File: src/rtl/dmem_ctrl.sv
// Two-port (A = load/store unit, B = DMA/debug) round-robin controller for a big-endian word memory,
// with sub-word loads and read-modify-write sub-word stores. Optional bounds check: DMEM_CTRL_BOUNDS_EN.
module dmem_ctrl #(
  parameter logic [31:0] MEM_SIZE = 32'h8000
) (
  input  logic        clk,
  input  logic        rst_n,
  input  logic        a_req,
  input  logic        a_we,
  input  logic [1:0]  a_size,
  input  logic [31:0] a_addr,
  input  logic [31:0] a_wdata,
  output logic        a_ack,
  output logic        a_err,
  output logic [31:0] a_rdata,
  input  logic        b_req,
  input  logic        b_we,
  input  logic [1:0]  b_size,
  input  logic [31:0] b_addr,
  input  logic [31:0] b_wdata,
  output logic        b_ack,
  output logic        b_err,
  output logic [31:0] b_rdata,
  output logic [31:0] mem_address,
  output logic [31:0] mem_write_data,
  output logic        mem_write,
  output logic        mem_read,
  input  logic [31:0] mem_read_data
);

`ifdef DMEM_CTRL_BOUNDS_EN
  localparam logic BOUNDS_EN = 1'b1;
`else
  localparam logic BOUNDS_EN = 1'b0;
`endif

  // Handshake: a requester holds req and its fields stable until its one-cycle ack;
  // ack carries err and rdata, and req must drop in the following cycle.
  typedef enum logic [1:0] {IDLE, RD, WR, DONE} state_t;

  state_t      state;
  logic        last_grant;  // 0 = A, 1 = B
  logic        g_port;
  logic        g_we;
  logic [1:0]  g_size;
  logic [1:0]  g_off;
  logic [15:0] g_wdata;

  logic        any_req;
  logic        pick;
  logic        sel_we;
  logic [1:0]  sel_size;
  logic [31:0] sel_addr;
  logic [31:0] sel_wdata;
  logic        misalign;
  logic        oob;
  logic        sel_bad;

  always_comb begin
    any_req = a_req | b_req;
    if (a_req && b_req) pick = ~last_grant;
    else                pick = b_req & ~a_req;
    sel_we    = pick ? b_we    : a_we;
    sel_size  = pick ? b_size  : a_size;
    sel_addr  = pick ? b_addr  : a_addr;
    sel_wdata = pick ? b_wdata : a_wdata;
    misalign  = ((sel_size == 2'b01) && sel_addr[0]) ||
                (sel_size[1] && (sel_addr[1:0] != 2'b00));
    oob       = ({sel_addr[31:2], 2'b00} >= MEM_SIZE);
    sel_bad   = misalign | (BOUNDS_EN & oob);
  end

  // Big-endian lane extraction, zero-extended and right-justified.
  function automatic logic [31:0] extract(input logic [31:0] word, input logic [1:0] size,
                                          input logic [1:0] off);
    logic [31:0] r;
    if (size[1]) begin
      r = word;
    end else if (size[0]) begin
      r = off[1] ? {16'h0, word[15:0]} : {16'h0, word[31:16]};
    end else begin
      case (off)
        2'd0:    r = {24'h0, word[31:24]};
        2'd1:    r = {24'h0, word[23:16]};
        2'd2:    r = {24'h0, word[15:8]};
        default: r = {24'h0, word[7:0]};
      endcase
    end
    return r;
  endfunction

  function automatic logic [31:0] merge(input logic [31:0] word, input logic [1:0] size,
                                        input logic [1:0] off, input logic [15:0] wd);
    logic [31:0] r;
    r = word;
    if (size[0]) begin
      if (off[1]) r[15:0]  = wd;
      else        r[31:16] = wd;
    end else begin
      case (off)
        2'd0:    r[31:24] = wd[7:0];
        2'd1:    r[23:16] = wd[7:0];
        2'd2:    r[15:8]  = wd[7:0];
        default: r[7:0]   = wd[7:0];
      endcase
    end
    return r;
  endfunction

  always_ff @(posedge clk or negedge rst_n) begin
    if (!rst_n) begin
      state          <= IDLE;
      last_grant     <= 1'b1;
      g_port         <= 1'b0;
      g_we           <= 1'b0;
      g_size         <= 2'b00;
      g_off          <= 2'b00;
      g_wdata        <= 16'h0;
      a_ack          <= 1'b0;
      a_err          <= 1'b0;
      a_rdata        <= 32'h0;
      b_ack          <= 1'b0;
      b_err          <= 1'b0;
      b_rdata        <= 32'h0;
      mem_address    <= 32'h0;
      mem_write_data <= 32'h0;
      mem_write      <= 1'b0;
      mem_read       <= 1'b0;
    end else begin
      // Response outputs are non-zero only in the DONE cycle.
      a_ack   <= 1'b0;
      a_err   <= 1'b0;
      a_rdata <= 32'h0;
      b_ack   <= 1'b0;
      b_err   <= 1'b0;
      b_rdata <= 32'h0;
      case (state)
        IDLE: begin
          if (any_req) begin
            last_grant  <= pick;
            g_port      <= pick;
            g_we        <= sel_we;
            g_size      <= sel_size;
            g_off       <= sel_addr[1:0];
            g_wdata     <= sel_wdata[15:0];
            mem_address <= {sel_addr[31:2], 2'b00};
            if (sel_bad) begin
              state <= DONE;
              a_ack <= ~pick;
              a_err <= ~pick;
              b_ack <= pick;
              b_err <= pick;
            end else if (!sel_we || !sel_size[1]) begin
              state    <= RD;
              mem_read <= 1'b1;
            end else begin
              state          <= WR;
              mem_write      <= 1'b1;
              mem_write_data <= sel_wdata;
            end
          end
        end
        RD: begin
          mem_read <= 1'b0;
          if (!g_we) begin
            state <= DONE;
            a_ack <= ~g_port;
            b_ack <= g_port;
            if (g_port) b_rdata <= extract(mem_read_data, g_size, g_off);
            else        a_rdata <= extract(mem_read_data, g_size, g_off);
          end else begin
            state          <= WR;
            mem_write      <= 1'b1;
            mem_write_data <= merge(mem_read_data, g_size, g_off, g_wdata);
          end
        end
        WR: begin
          mem_write <= 1'b0;
          state     <= DONE;
          a_ack     <= ~g_port;
          b_ack     <= g_port;
        end
        DONE: state <= IDLE;
        default: state <= IDLE;
      endcase
    end
  end

endmodule

File: config.mk
export PLATFORM = sky130hd
export DESIGN_NAME = dmem_ctrl
export DESIGN_NICKNAME = d
export VERILOG_FILES = /design/src/rtl/dmem_ctrl.sv
export SDC_FILE = /design/constraint.sdc
export NUM_CORES = 1
export LEC_CHECK = 0
export CAP_MARGIN = 20
export CORE_MARGIN = 3
export CORE_UTILIZATION = 45
export DETAILED_ROUTE_END_ITERATION = 8
export GPL_ROUTABILITY_DRIVEN = 0
export PLACE_DENSITY = 0.83
export SETUP_SLACK_MARGIN = 0.1
export SLEW_MARGIN = 20
export SYNTH_ARGS = -nofsm -noshare
export SYNTH_HDL_FRONTEND = slang
export SYNTH_SLANG_ARGS = --single-unit
File: constraint.sdc
create_clock -name clk -period 5.74 [get_ports clk]
set_clock_uncertainty 0.15 [all_clocks]
set_input_delay 0.861 -clock clk [delete_from_list [all_inputs] [get_ports clk]]
set_output_delay 0.861 -clock clk [all_outputs]
set_load 0.05 [all_outputs]
==> flow_summary.ini, run 1 <==
[synthesis]
synth_edf_count = 0
synth.most_common_cell = dfrtp_1
ys_types = 57
synth_area_sq_um = 7570
postSynthCellCount = 690
synth_top_cell_by_area = dfrtp_1
postSynthAreaPerCell_sq_um = 11.0
yosys-top-cells-area = dfrtp_1 (52%), mux2i_1 (10%), nand2_1 (3.1%)
synth.top_cells.by_count = dfrtp_1 (156), mux2i_1 (77), nand2_1 (63)
async_reset_ff_frac = 1.00
synth_flop_cell = dfrtp_1
synth_seq_cells = 157
synth_top_area_frac = 0.516
ys_seq_area_frac = 0.519
synth_warnings = 0

[power_and_ir_drop]
power.total_uw = 6330
comb_power_share = 0.538
power_leakage_uw = 0.00493
swShare = 0.468
internal_power_uw = 3370
p_seq_frac = 0.284
ir_worst_vdd_v = 0.000388
switching_power_uw = 2960
pwr_density_cell_nw_per_um2 = 564
p_clk_frac = 0.177

[final_layout]
area_delta_synth_final_pct = 48.2
final_cells = 1187
fin_util = 0.694
drive_gt1_frac = 0.0784
fin_nets = 1131

[placement]
dp_hpwl_mm = 17.7
portBuffers = 301
dp.cells = 1154
pre_cts_ws_ps = 1970

[drt]
wirelength_mm = 24.2
firstDrtPassIters = 7
wire_per_inst_microns = 20.4
drc = 0
ant_nets = 0
drt_iter0_drc = 465
num_vias = 6570
vias_per_cell = 5.53

[die]
die-area_sq_um = 18400
initial_utilization = 0.468
fp.dieW_microns = 136
rows = 46
die_y_microns = 136
core_area_sq_um = 16200
boundaryPins = 304

[grt]
grt_pass1_vias = 6471
antenna_found_initial = 1
grt_start_max_net_pins = 103
grtUsageTotal = 0.258
gr-total-overflow = 0
grt_pass1_wl_mm = 36.0

[timing]
post-route-period-util = 0.586
tightest_slew_ps = 996
slew_headroom = 0.334
min_period_ps = 3360
finalHoldViolCount = 0
slew_viol_final = 0
max_freq_mhz = 297
setup_slack_ps = 2380
finalSetupViolations = 0
fin_setup_tns_ps = 0
rsz0062_at_grt = false

[worst_setup_path]
crit_type = in -> reg
end_kind = flop
r2r_end = mem_write_data[3]
path_max_fanout = 61
cp.arrival_ps = 3530
crit_required_ps = 5900
start_kind = primary input
reg2regPathDepth = 6
r2r_slack_ps = 2440
regToRegStartpoint = state[0]

[clock_tree]
cts_tree = built
cts_resized = 0
htree_levels = 4
post_cts_buffers = 0
ctsHoldBuffers = 0
numCtsBuffers = 17
cts_max_path_buffers = 2
cts.sinks = 157
cts-root-buf = clkbuf_16
clk_pin_slew_ps = 70
clock_latency_ps = 430

[min_path]
min-delay-start = mem_address[28]
min_path_type = reg -> reg
whs_path_depth = 2
hold_path_end = mem_address[28]

[run_status]
status = completed

[run]
drv_cap = 0
cells in the final DEF, fill, tap and decap left out, drive strengths merged, types with 17 or more instances in the layout:
| master | count |
|---|---|
| o21ai | 65 |
| and3 | 33 |
| a31oi | 17 |
| dfrtp | 156 |
| nor2 | 51 |
| clkdlybuf4s50 | 300 |
| mux2i | 77 |
| or2 | 17 |
| mux2 | 17 |
| nand2 | 63 |
| clkbuf | 18 |
| a22oi | 30 |
cell families after synthesis:
kind of cell | Yosys count | share of synthesized area
other | 1 | 0.000495
muxes | 102 | 0.158
buffers and inverters | 65 | 0.0428
adders and majority gates | 4 | 0.00661
and+or+nand+nor | 180 | 0.115
AOI/OAI and AO/OA | 181 | 0.159
DFF | 157 | 0.519
worst max-delay path by stage:
stage	from	endpoint	slack, ps	cells past startpoint
4_1_cts	state[1]	b_rdata[9]	2360	6
3_3_place_gp	b_req	mem_address[22]	1970	6
3_5_place_dp	b_req	mem_write_data[5]	1970	6
2_1_floorplan	b_req	mem_write_data[16]	3440	5
5_1_grt	state[0]	mem_write_data[2]	2300	6
6_report	b_req	mem_write_data[5]	2380	6
per-layer routing:
layer / up-vias / track usage / share of wire
met2: 353 / 0.440 / 0.50
met4: 0 / 0.0907 / 0.026
met5: - / 0 / 0
li1: 3048 / - / -
met1: 3131 / 0.316 / 0.39
met3: 38 / 0.0724 / 0.086
power by group through the flow:
stage / Sequential [uW] / Combinational (uW) / Clock [uW]
final: 1800 / 3410 / 1120
after global routing: 1850 / 3610 / 1190
after CTS: 1800 / 3420 / 1130
after detailed placement: 1820 / 3400 / 0
after global placement: 1800 / 3360 / 0
after floorplan: 2730 / 1370 / 0
sequential cells by signal, summed over array words and instances, names as in the netlist, 2 cells and up:
signal,cells
mem_write_data,32
g_wdata,16
g_size,2
state,2
mem_address,30
g_off,2
b_rdata,32
a_rdata,32
metrics by stage:
step / hold WS [ps] / instance area [sq um]
2_1_floorplan: 300 / 7580
3_3_place_gp: 312 / 10600
3_5_place_dp: 319 / 10600
4_1_cts: 334 / 11200
5_1_grt: 352 / 11200
6_report: 329 / 11200
cell type report:
class / count / area, sq um
Clock inverter: 14 / 149
Inverter: 6 / 22.5
Clock buffer: 18 / 439
Fill cell: 1205 / 4950
Multi-Input combinational cell: 469 / 3360
Antenna cell: 1 / 2.50
Sequential cell: 157 / 3930
Timing Repair Buffer: 306 / 3050
Tap cell: 216 / 270
worst max-delay path, cell delays in order:
cell             delay [ps]
clkdlybuf4s50_1         600
a21boi_4                450
buf_4                   770
mux2i_1                 410
mux2i_1                 120
mux2_4                  270
No activity file was read; power rests on OpenSTA's default activity.
==> inputs of run 2 (changes only) <==
--- a/config.mk
+++ b/config.mk
@@ -7,10 +7,10 @@
 export LEC_CHECK = 0
 export CAP_MARGIN = 20
 export CORE_MARGIN = 3
-export CORE_UTILIZATION = 45
+export CORE_UTILIZATION = 44
 export DETAILED_ROUTE_END_ITERATION = 8
 export GPL_ROUTABILITY_DRIVEN = 0
-export PLACE_DENSITY = 0.83
+export PLACE_DENSITY = 0.81
 export SETUP_SLACK_MARGIN = 0.1
 export SLEW_MARGIN = 20
 export SYNTH_ARGS = -nofsm -noshare
==> constraint.sdc (replaced) <==
create_clock -name clk -period 3.2 [get_ports clk]
set_clock_uncertainty 0.15 [all_clocks]
set_input_delay 0.48 -clock clk [delete_from_list [all_inputs] [get_ports clk]]
set_output_delay 0.48 -clock clk [all_outputs]
set_load 0.05 [all_outputs]
==> run 2 against run 1 <==
Global-route usage grew 0.46 points. Combinational power is 83% higher. Utilization fell by 1.3 points. Critical path type is now reg -> reg.
==> flow_summary.ini, run 2 (synthesis results as in run 1) <==
[drt]
firstDrtPassIters = 5
ant_nets = 0
drc = 0
wire_per_inst_microns = 20.5
num_vias = 6625
vias_per_cell = 5.49
wirelength_mm = 24.7
drt_iter0_drc = 490

[final_layout]
final_common_cell = clkdlybuf4s50_1
multi_input_area_sq_um = 3350
regArea_sq_um = 3930
filler_cell_count = 1320
fin_nets = 1147
reg_top3 = a_rdata x32, b_rdata x32, mem_write_data x32
layout_common_cells = clkdlybuf4s50_1 (300), dfrtp_1 (156), mux2i_1 (77)
postLayoutCellArea_sq_um = 11400
fin_util = 0.681
drive_gt1_frac = 0.0923
num_antenna_cells = 0
area_delta_synth_final_pct = 50.3
final_cells = 1206

[power_and_ir_drop]
ir_worst_vdd_v = 0.000543
power.total_uw = 11500
pwr_density_cell_nw_per_um2 = 1010
power_leakage_uw = 0.00503

[timing]
slew_viol_final = 0
post-route-period-util = 0.746
max_freq_mhz = 419
tightest_slew_ps = 721
finalHoldViolCount = 0
finalSetupViolations = 0
fin_setup_tns_ps = 0
slew_headroom = 0.519
rsz0062_at_grt = false
min_period_ps = 2390

[die]
initial_utilization = 0.453
rows = 47
die_y_microns = 137
boundaryPins = 304
core_area_sq_um = 16700
fp.dieW_microns = 137
die-area_sq_um = 18800

[placement]
portBuffers = 301
placed_area_sq_um = 10800
dp_hpwl_mm = 18.6
dp.cells = 1173

[worst_setup_path]
r2r_end = mem_write_data[3]
cp_slowest_cell = a21o_4
regToRegStartpoint = state[1]
crit_type = reg -> reg
start_kind = flop
cp.arrival_ps = 2540
reg2regPathDepth = 6
r2r_slack_ps = 810
cp_cell_sequence = inv_1 > ha_2 > buf_4 > and3_1 > a21o_4 > mux2_2
cp-startpoint = state[1]
crit_end = mem_write_data[3]
path_max_fanout = 38
crit_path_max_incr_delay_ps = 410
crit_required_ps = 3360
end_kind = flop

[min_path]
min_path_type = reg -> reg
min-delay-start = mem_address[10]

[grt]
gr-total-overflow = 0
antenna_found_initial = 0
grt_pass1_wl_mm = 37.0
grt_pass1_vias = 6568
grtUsageTotal = 0.263
grt_start_max_net_pins = 75

[clock_tree]
cts_tree = built
numCtsBuffers = 17
post_cts_buffers = 0
clk_pin_slew_ps = 70
cts_resized = 0
cts-root-buf = clkbuf_16
cts.sinks = 157
ctsHoldBuffers = 1
htree_levels = 4
clock_latency_ps = 430
cts_max_path_buffers = 2

[run]
drv_cap = 0

[run_status]
status = completed
[run 2: final cells by class]
cell class              count  share of cell area
clock buffers              17              0.0374
inverters                   6             0.00198
flip-flops and latches    157               0.345
multi-input cells         469               0.294
clock inverters            15              0.0159
repair buffers            322               0.281
well taps                 220              0.0242
[run 2: worst min path at each step]
stage,cells after the start,endpoint
floorplan,0,a_ack
global placement,1,a_rdata[28]
detailed placement,1,a_rdata[28]
CTS,2,mem_address[31]
global route,2,g_wdata[14]
finish,2,mem_address[10]
[run 2: metrics by stage]
step	hold slack, ps	worst slack [ps]
floorplan	34.4	1170
global placement	247	553
detailed placement	254	505
CTS	334	811
global route	362	703
finish	331	813
[run 2: layer usage]
metal | GRT usage | vias to the layer above | routed length, microns
met5 | 0 | - | 0
met4 | 0.115 | 0 | 852
met3 | 0.0730 | 47 | 2070
met2 | 0.444 | 326 | 12300
met1 | 0.315 | 3191 | 9490
li1 | - | 3061 | -
[run 2: critical path, delay by kind of cell (launching register included)]
| family | cells | cell delay [ps] |
|---|---|---|
| buffers and inverters | 2 | 430 |
| AO/OA/AOI/OAI | 1 | 410 |
| multiplexers | 1 | 390 |
| AND/OR/NAND/NOR | 1 | 270 |
| adder cells (fa/ha/maj) | 1 | 190 |
| flip-flops | 1 | 400 |
[run 2: power breakdown]
part / internal, uW / switching (uW)
clock network: 1180 / 897
registers: 2680 / 508
logic: 2310 / 3940
total: 6170 / 5340
==> inputs of run 3 (changes only) <==
==> constraint.sdc (replaced) <==
create_clock -name clk -period 2.2 [get_ports clk]
set_clock_uncertainty 0.15 [all_clocks]
set_input_delay 0.33 -clock clk [delete_from_list [all_inputs] [get_ports clk]]
set_output_delay 0.33 -clock clk [all_outputs]
set_load 0.05 [all_outputs]
==> run 3 against run 2 <==
Register-to-register slack got worse by 650 ps. Combinational power increased by 51%. Sequential share of layout area decreased by 1.6 points. Final cell count increased by 5.3%. Cell area increased by 4.8%. Routed wire length increased by 6.9%. Via count increased by 6.5%. Global-route usage increased by 1.5 points. Critical path type is now reg -> out. Critical endpoint is now b_rdata[30]. Largest cell class unchanged. Largest power group unchanged.
==> flow_summary.ini, run 3 (synthesis results as in run 1) <==
[worst_setup_path]
cp_slowest_cell = clkdlybuf4s50_1
start_kind = flop
crit_type = reg -> out
end_kind = output pin
cp.depth = 1
crit_required_ps = 1720
crit_path_max_incr_delay_ps = 810
regToRegStartpoint = state[1]
cp.arrival_ps = 1590
path_max_fanout = 1
crit_family = buffers and inverters
reg2regPathDepth = 7
cp_num_buf_inv = 1
r2r_end = mem_write_data[19]
r2r_slack_ps = 160
cp_cell_sequence = clkdlybuf4s50_1

[timing]
slew_headroom = 0.627
rsz0062_at_grt = false
max_freq_mhz = 484
slew_viol_final = 0
tightest_slew_ps = 556
finalSetupViolations = 0
min_period_ps = 2070
post-route-period-util = 0.940
finalHoldViolCount = 0

[clock_tree]
numCtsBuffers = 17
cts.sinks = 157
clock_latency_ps = 430
cts-root-buf = clkbuf_16
cts_tree = built
cts_max_path_buffers = 2
clk_pin_slew_ps = 70
htree_levels = 4

[final_layout]
final_common_cell = clkdlybuf4s50_1
filler_cell_count = 1228
final_cells = 1270
reg_top3 = a_rdata x32, b_rdata x32, mem_write_data x32
fin_nets = 1211
num_antenna_cells = 0
area_delta_synth_final_pct = 57.5
layout_common_cells = clkdlybuf4s50_1 (229), dfrtp_1 (156), buf_4 (83)
drive_gt1_frac = 0.155
fin_util = 0.714

[grt]
grtUsageTotal = 0.277
gr-total-overflow = 0
grt_pass1_wl_mm = 39.5
grt_start_max_net_pins = 50
grt_pass1_vias = 7026
antenna_found_initial = 0

[placement]
dp_hpwl_mm = 20.4
dp.cells = 1225
portBuffers = 301

[die]
fp.dieW_microns = 137
die-area_sq_um = 18800
rows = 47
core_area_sq_um = 16700
die_y_microns = 137
boundaryPins = 304
initial_utilization = 0.453

[drt]
firstDrtPassIters = 5
drt_iter0_drc = 623
drc = 0
vias_per_cell = 5.56
ant_nets = 0
wirelength_mm = 26.4
num_vias = 7058
wire_per_inst_microns = 20.8

[power_and_ir_drop]
p_seq_frac = 0.268
ir_worst_vdd_v = 0.000806
switching_power_uw = 8040
pwr_density_cell_nw_per_um2 = 1420
internal_power_uw = 8840
comb_power_share = 0.559
p_clk_frac = 0.173
power_leakage_uw = 0.00584
swShare = 0.476

[run]
drv_cap = 0

[min_path]
min_path_type = in -> async

[run_status]
status = completed
==> run 3: cell count changes in the layout (fill, tap and decap cells not counted), sizes merged <==
| cell | delta |
|---|---|
| clkdlybuf4s50 | -71 |
| buf | +67 |
| dlymetal6s2s | +37 |
| dlygate4sd2 | +31 |
| clkinvlp | +3 |
| bufinv | -2 |
| clkinv | -1 |
==> run 3: timing repair <==
item,4_1_cts,5_1_grt
resized for setup,33,44
setup endpoints to repair,40,76
hold buffers,1,0
setup buffers,0,12
pin swaps,0,1
endpoints found under the hold margin,124,0
==> run 3: routing by layer <==
metal,part of all wire,vias to the layer above,global-route usage,wire length (microns)
met1,0.37,3434,0.335,9830
met3,0.086,49,0.0763,2260
met4,0.030,0,0.0976,789
met2,0.51,368,0.477,13500
met5,0,-,0,0
li1,-,3207,-,-
==> run 3: worst max-delay path by stage <==
stage	endpoint	start	slack, ps
finish	b_rdata[30]	b_rdata[30]	130
global route	mem_write_data[0]	state[1]	90
CTS	mem_write_data[0]	mem_write_data[0]	100
detailed placement	mem_write_data[18]	b_req	-200
global placement	mem_write_data[23]	b_req	-130
floorplan	mem_write_data[16]	state[0]	170
==> run 3: metrics by stage <==
step	cell area (sq um)	hold slack, ps	power, uW	setup slack (ps)	setup TNS [ps]
5_1_grt	11900	218	17700	93.2	0
4_1_cts	11700	213	16800	101	0
3_5_place_dp	11200	76.0	14100	-199	-6850
3_3_place_gp	11200	74.4	13900	-128	-3390
6_report	11900	210	16900	132	0
2_1_floorplan	7580	-116	10700	173	0
==> run 3: layout make-up <==
type / instances / area [sq um] / area share
tap: 220 / 275 / 0.0231
inverter: 6 / 26.3 / 0.00220
clock buffer: 17 / 425 / 0.0357
multi-input combinational: 469 / 3360 / 0.281
sequential: 157 / 3930 / 0.330
timing repair buffer: 386 / 3740 / 0.314
clock inverter: 15 / 171 / 0.0144
==> run 3: power by group through the flow <==
stage,logic (uW),registers (uW),clock network (uW)
3_3_place_gp,9310,4550,0
6_report,9430,4530,2920
2_1_floorplan,3580,7110,0
5_1_grt,9980,4650,3070
4_1_cts,9320,4540,2940
3_5_place_dp,9480,4580,0
